===== src/rtl/uart_tx_arbiter.sv =====
// Round-robin arbiter letting four byte requesters share one UART transmitter.
// Optional WAIT_DONE abort timer is compiled in with `define UART_TX_TIMEOUT_EN.
module uart_tx_arbiter #(
    parameter int          NUM_REQ        = 4,
    parameter logic [15:0] TIMEOUT_CYCLES = 16'd50000
) (
    input  logic                 pClk,
    input  logic                 pReset,
    input  logic                 enable,
    input  logic [NUM_REQ-1:0]   req,
    input  logic [8*NUM_REQ-1:0] req_data,
    input  logic                 TxDone,
    output logic [NUM_REQ-1:0]   gnt,
    output logic                 TxEn,
    output logic [7:0]           TxData,
    output logic                 busy,
    output logic [1:0]           owner,
    output logic                 timeout_err
);

    typedef enum logic [1:0] {
        IDLE      = 2'd0,
        START     = 2'd1,
        WAIT_DONE = 2'd2
    } state_t;

    state_t             state, stateNxt;
    logic [NUM_REQ-1:0] gntNxt;
    logic               txEnNxt;
    logic [7:0]         txDataNxt;
    logic               busyNxt;
    logic [1:0]         ownerNxt;
    logic               timeoutNxt;
    logic [1:0]         winner;

`ifdef UART_TX_TIMEOUT_EN
    logic [15:0]        waitCnt, waitCntNxt;
`endif

    if (TIMEOUT_CYCLES == 16'd0) begin : gBadTimeout
        $error("TIMEOUT_CYCLES must be nonzero");
    end

    // Nearest requesting index above the last owner, wrapping back to the owner itself.
    function automatic logic [1:0] pickWinner(input logic [NUM_REQ-1:0] r, input logic [1:0] last);
        logic       found;
        logic [1:0] idx;
        found      = 1'b0;
        pickWinner = last;
        for (int k = 1; k <= NUM_REQ; k++) begin
            idx = last + k[1:0];
            if (!found && r[idx]) begin
                pickWinner = idx;
                found      = 1'b1;
            end
        end
    endfunction

    always_comb begin
        stateNxt   = state;
        gntNxt     = '0;
        txEnNxt    = 1'b0;
        txDataNxt  = TxData;
        ownerNxt   = owner;
        timeoutNxt = 1'b0;
        winner     = pickWinner(req, owner);
`ifdef UART_TX_TIMEOUT_EN
        waitCntNxt = waitCnt;
`endif
        unique case (state)
            IDLE: begin
                if (enable && (|req)) begin
                    stateNxt       = START;
                    txDataNxt      = req_data[8*winner +: 8];
                    ownerNxt       = winner;
                    gntNxt[winner] = 1'b1;
                    txEnNxt        = 1'b1;
                end
            end
            START: begin
                stateNxt = WAIT_DONE;
`ifdef UART_TX_TIMEOUT_EN
                waitCntNxt = '0;
`endif
            end
            WAIT_DONE: begin
                if (TxDone) begin
                    stateNxt = IDLE;
`ifdef UART_TX_TIMEOUT_EN
                end else if (waitCnt == TIMEOUT_CYCLES - 16'd1) begin
                    stateNxt   = IDLE;
                    timeoutNxt = 1'b1;
                end else begin
                    waitCntNxt = waitCnt + 16'd1;
`endif
                end
            end
            default: stateNxt = IDLE;
        endcase
        busyNxt = (stateNxt != IDLE);
    end

    // Registered outputs are loaded from the next-state decode so they align with the state.
    always_ff @(posedge pClk) begin
        if (!pReset) begin
            state       <= IDLE;
            gnt         <= '0;
            TxEn        <= 1'b0;
            TxData      <= 8'h00;
            busy        <= 1'b0;
            owner       <= 2'd3;
            timeout_err <= 1'b0;
        end else begin
            state       <= stateNxt;
            gnt         <= gntNxt;
            TxEn        <= txEnNxt;
            TxData      <= txDataNxt;
            busy        <= busyNxt;
            owner       <= ownerNxt;
            timeout_err <= timeoutNxt;
        end
    end

`ifdef UART_TX_TIMEOUT_EN
    always_ff @(posedge pClk) begin
        if (!pReset) begin
            waitCnt <= '0;
        end else begin
            waitCnt <= waitCntNxt;
        end
    end
`endif

endmodule


===== config.mk =====
export PLATFORM = sky130hd
export DESIGN_NAME = uart_tx_arbiter
export DESIGN_NICKNAME = d
export VERILOG_FILES = /design/src/rtl/uart_tx_arbiter.sv
export SDC_FILE = /design/constraint.sdc
export NUM_CORES = 1
export LEC_CHECK = 0
export CAP_MARGIN = 30
export CORE_MARGIN = 2
export CORE_UTILIZATION = 36
export CTS_CLUSTER_SIZE = 40
export DETAILED_ROUTE_END_ITERATION = 8
export GPL_ROUTABILITY_DRIVEN = 0
export GPL_TIMING_DRIVEN = 0
export HOLD_SLACK_MARGIN = 0.08
export PLACE_DENSITY = 0.8
export SETUP_SLACK_MARGIN = 0.15
export SLEW_MARGIN = 10
export SYNTH_ARGS = -nofsm -noshare
export SYNTH_HDL_FRONTEND = slang
export SYNTH_SLANG_ARGS = --single-unit
export TNS_END_PERCENT = 10

===== constraint.sdc =====
create_clock -name pClk -period 2.25 [get_ports pClk]
set_clock_uncertainty 0.2 [all_clocks]
set_input_delay 0.45 -clock pClk [delete_from_list [all_inputs] [get_ports pClk]]
set_output_delay 0.45 -clock pClk [all_outputs]
set_load 0.05 [all_outputs]

After elaboration in Yosys (flattened, before gate mapping)
Cells that the tools add are included.
{ "totals": {"register_bits": 18, "latchBits": 0, "ramBits": 0, "rom_bits": 0, "in_bits": 40, "out_inout_bits": 17, "word_cells": 53, "mem_count": 0} }
{ "op_classes": {"addsub": 3, "n_mul": 0, "div": 0, "order_cmp": 6, "eq_ne": 2, "shifts": 1, "n_mux": 21, "bitwise_logic": 0, "reduce_logical": 14} }
{ "ops": {"columns": ["cell", "n"], "rows": [
  ["$shiftx 32x6->8", 1],
  ["$lt 2x3->1 const B", 5],
  ["$mux 2", 6],
  ["$mux 1", 9],
  ["$bmux 1 s2", 4],
  ["$pmux 2 s3", 1],
  ["$logic_and 1x1->1", 5],
  ["$add 2x2->2 const B", 2],
  ["$reduce_and 2->1", 2],
  ["$reduce_or 4->1", 1],
  ["$logic_not 1->1", 3],
  ["$reduce_and 3->1", 1],
  ["$add 2x1->2 const B", 1],
  ["$demux 1 s2", 1],
  ["$eq 2x1->1 const B", 1],
  ["$eq 2x2->1 const B", 1],
  ["$ge 2x1->1 const B", 1],
  ["$logic_not 2->1", 1],
  ["$reduce_bool 2->1", 1]
]} }

Logic depth before layout (Yosys ltp)
{ "depth": {"word_depth": 17, "ltp_mapped": 7, "ltp_nobuf": 5} }

Least setup slack after synthesis
OpenSTA, ideal clock, no wires.
{ "synth_timing": {"path_type": "register -> register", "from": "register owner[0]", "to": "register TxData[0]", "setup_time_ns": 0.134, "arrival_time_ns": 1.653, "required_time_ns": 1.916, "setup_slack_ns": 0.262, "path_stages_with_launch": 7, "path_buffers": 1, "period_less_slack_ns": 1.988, "path_cell_list": "dfxtp_1 > nand2b_1 > o21ai_1 > a221oi_2 > buf_4 > mux2i_1 > o2111ai_1"} }
{ "synth_between": {"elab_chain_cells": 14, "elab_cells_between_ends": 25, "cone_classes": "add/sub (3); shift (1); mux (15); reduce/logical (6)"} }
{ "synth_rtl": {"columns": ["element", "line_no", "text"], "rows": [
  ["from (decl)", "17", "output logic [1:0] owner,"],
  ["from (signal assigned)", "119", "owner <= ownerNxt;"],
  ["$add 2x1->2", "51", "idx = last + k[1:0];"],
  ["$bmux 1 s2", "52", "if (!found && r[idx]) begin"],
  ["$mux 1 (not written as such)", "52", null],
  ["$mux 1", "52", null],
  ["$logic_not 1->1", "52", null],
  ["$logic_and 1x1->1", "52", null],
  ["$mux 1", "52", null],
  ["$logic_not 1->1", "52", null],
  ["$logic_and 1x1->1", "52", null],
  ["$mux 1", "52", null],
  ["$logic_not 1->1", "52", null],
  ["$logic_and 1x1->1", "52", null],
  ["$mux 2 (*)", "52", null],
  ["$shiftx 32x6->8 (*)", "74", "txDataNxt = req_data[8*winner +: 8];"],
  ["to (signal assigned)", "117", "TxData <= txDataNxt;"],
  ["to (decl)", "15", "output logic [7:0] TxData,"]
]} }
Every way passes the cells marked *; elsewhere a longest branch is shown, timed or not. The select of a mux whose other input is x is not followed.
A chain may end at the register's enable or synchronous reset.

Worst setup path in the final report
{ "layout_timing": {"from": "input port req[3]", "to": "register TxData[1]"} }
{ "layout_between": {"elab_chain_cells": 13, "elab_cells_between_ends": 25, "cone_classes": "shift (1); mux (15); reduce/logical (9)"} }
{ "layout_rtl": {"columns": ["element", "line_no", "text"], "rows": [
  ["from (decl)", "10", "input logic [NUM_REQ-1:0] req,"],
  ["$bmux 1 s2", "52", null],
  ["$mux 1 (not written as such)", "52", null],
  ["$mux 1", "52", null],
  ["$logic_not 1->1", "52", null],
  ["$logic_and 1x1->1", "52", null],
  ["$mux 1", "52", null],
  ["$logic_not 1->1", "52", null],
  ["$logic_and 1x1->1", "52", null],
  ["$mux 1", "52", null],
  ["$logic_not 1->1", "52", null],
  ["$logic_and 1x1->1", "52", null],
  ["$mux 2", "52", null],
  ["$shiftx 32x6->8", "74", null]
]} }
Several ways; a longest one is shown, not always the timed one. The select of a mux whose other input is x is not followed.

==> flow_summary.ini <==
[grt]
grt_pass1_vias = 986
track_usage_pct = 20.0
grt-ovfl-total = 0
grt_max_degree = 11
antenna_found_initial = 0
grt_first_pass_wirelength_um = 4260

[logic_synthesis]
yosys.area_share.simple_pct = 27.2
synthArstFlopShare_pct = 0
synthTopCellsByCount = dfxtp_1 (18), nand3_1 (15), nand4_1 (10)
synth.area.top_cells = dfxtp_1 (40%), mux2i_1 (9.9%), nand3_1 (8.3%)
yosysTopAreaCellShare_pct = 39.6
synth_seq_area_share_pct = 39.6
postSynthAreaPerCell_um2 = 8.92
yosysUniqueCellTypes = 24
syn_area_um2 = 910
synth_top_family_by_area = simple AND/OR/NAND/NOR gates
synth.most_common_cell = dfxtp_1
yosys.area.top_type = dfxtp_1
syn_nets = 142
synthXorXnorAreaFrac_pct = 0
synth_adder_area_share_pct = 0
synth_compound_area_share_pct = 15.1
synth_mux_area_share_pct = 9.90
synth_warnings = 0
synth-edff-count = 0
ys_ff_latch = 18
synthCells = 102
synth-main-ff-cell = dfxtp_1

[sta]
hold_viol = 0
fin_crit_ps = 2120
rsz0062_at_grt = yes
fin_crit_sh_pct = 94.3
max_clock_freq_mhz = 471
report.final.slew_viol_count = 0
slew_headroom_pct = 65.6
setup_viol = 0
worstMarginPinSlew_ps = 514

[worst_setup_path]
crit_required_ps = 2220
max_stage_delay_ps = 570
cp_slowest_cell = or4_4
path_class = in -> reg
cp.arrival_ps = 2090
path_cells = clkdlybuf4s50_1 > or4_4 > nand4_2 > inv_2 > buf_6 > nand4_1 > o2111ai_1
crit_path_max_fanout = 10
end_kind = flip-flop
r2r_cells = 7
cp-start-kind = primary input

[clocking]
clkLatencyLatePin_ps = 290
cts_tree = built
ctsLongestPathBuffers = 2
clkTransAtPathRegs_ps = 100
cts_buffers = 3
cts-root-buf = clkbuf_4
htreeDepth = 1
clock_sinks = 18
post-cts-setup-buffer-count = 0
postCtsHoldBufs = 0

[job]
drv_cap = 0

[placed_design]
dpl_cell_area_mm2 = 0.00150
io_buffers = 55
place_inst = 187
dp_hpwl_um = 2160

[floorplan]
core_area_mm2 = 0.00243
io_pins = 57
die_y_um = 54.3
initial_core_util_pct = 37.4
num_rows = 18
die_x_um = 54.3
dieArea_mm2 = 0.00294

[final_layout]
nFillCells = 228
drive_gt1_share_pct = 10.6
final_cell_area_mm2 = 0.00154
seqCellArea_um2 = 360
antennaDiodeCount = 0
syn2layout_area_growth_pct = 69.7
layout.nets = 202
instances_no_fill = 191
multi_input_area_um2 = 487

[hold_path]
hold_path_depth = 2
min_path_type = reg -> reg

[routing]
via_per_inst = 5.40
vias = 1031
drtPass1Iterations = 4
wirelength_um = 2800
drtIter0Drc = 44
drc = 0
antenna_left = 0
wl_per_cell_um = 14.7

[run_status]
status = complete, no violations

[power]
max-vdd-ir-drop_uv = 342
p_leak_nw = 0.600
p_per_area_mw_per_mm2 = 621
final timing paths:
kind         startpoint        end  slack [ps]
max              req[3]  TxData[1]         130
min           TxData[7]  TxData[7]         300
max reg2reg    owner[0]  TxData[1]         400
min reg2reg   TxData[7]  TxData[7]         300
routing by layer:
layer  vias to the layer above  track usage [%]  part of all wire, %
li1                        502                -                    -
met1                       477             22.8                   41
met2                        50             38.6                   48
met3                         2             2.73                  9.9
met4                         0             5.00                 0.68
met5                         -                0                    0
sequential cells by signal, summed over array words and instances (netlist names):
name / flops
TxData: 8
TxEn: 1
busy: 1
gnt: 4
owner: 2
state: 2
through the flow:
stage | setup TNS (ps) | worst slack [ps] | power, mW | hold slack, ps | utilization (%)
6_report | 0 | 128 | 0.959 | 300 | 63.5
5_1_grt | 0 | 34.4 | 0.998 | 324 | 63.5
4_1_cts | 0 | 18.7 | 0.959 | 300 | 63.0
3_5_place_dp | -2350 | -273 | 0.768 | 274 | 61.6
3_3_place_gp | -1610 | -172 | 0.759 | 269 | 61.6
2_1_floorplan | 0 | 262 | 0.605 | 306 | -
kinds of logic after synthesis:
family / Yosys count
other cells: 1
flops: 18
compound gates: 17
mux: 9
simple gates: 45
buf+inv: 12
layout make-up:
| type | instances | area share [%] |
|---|---|---|
| repair buffers | 55 | 35.7 |
| multi-input cells | 72 | 31.5 |
| flip-flops and latches | 18 | 23.3 |
| plain buffers | 8 | 3.65 |
| well taps | 30 | 2.43 |
| clock buffers | 4 | 2.35 |
| inverters | 4 | 0.972 |
what timing repair did:
item	CTS	global route
resized for setup	1	5
pin swaps	0	0
setup endpoints to repair	12	24
cloned	0	0
worst max-delay path: cells and delay by family:
kind / cells / cell delay (ps)
AND/OR/NAND/NOR: 3 / 830
buffers and inverters: 3 / 680
AO/OA/AOI/OAI: 1 / 120
power by group:
group | total, mW | switching, mW | internal [mW]
registers | 0.369 | 0.0190 | 0.350
clock network | 0.198 | 0.0996 | 0.0985
logic | 0.392 | 0.223 | 0.169
cell usage in the layout, fill, tap and decap left out, drive strengths merged, types with 2 or more instances in the layout:
master	instances
mux2i	9
a21oi	2
nand4	11
nor2	8
nand2	3
dfxtp	18
o211ai	3
inv	4
clkdlybuf4s50	53
clkbuf	6
buf	6
nand2b	5
o2111ai	8
nand3	15
o21ai	2
(Power assumes the default switching activity.)
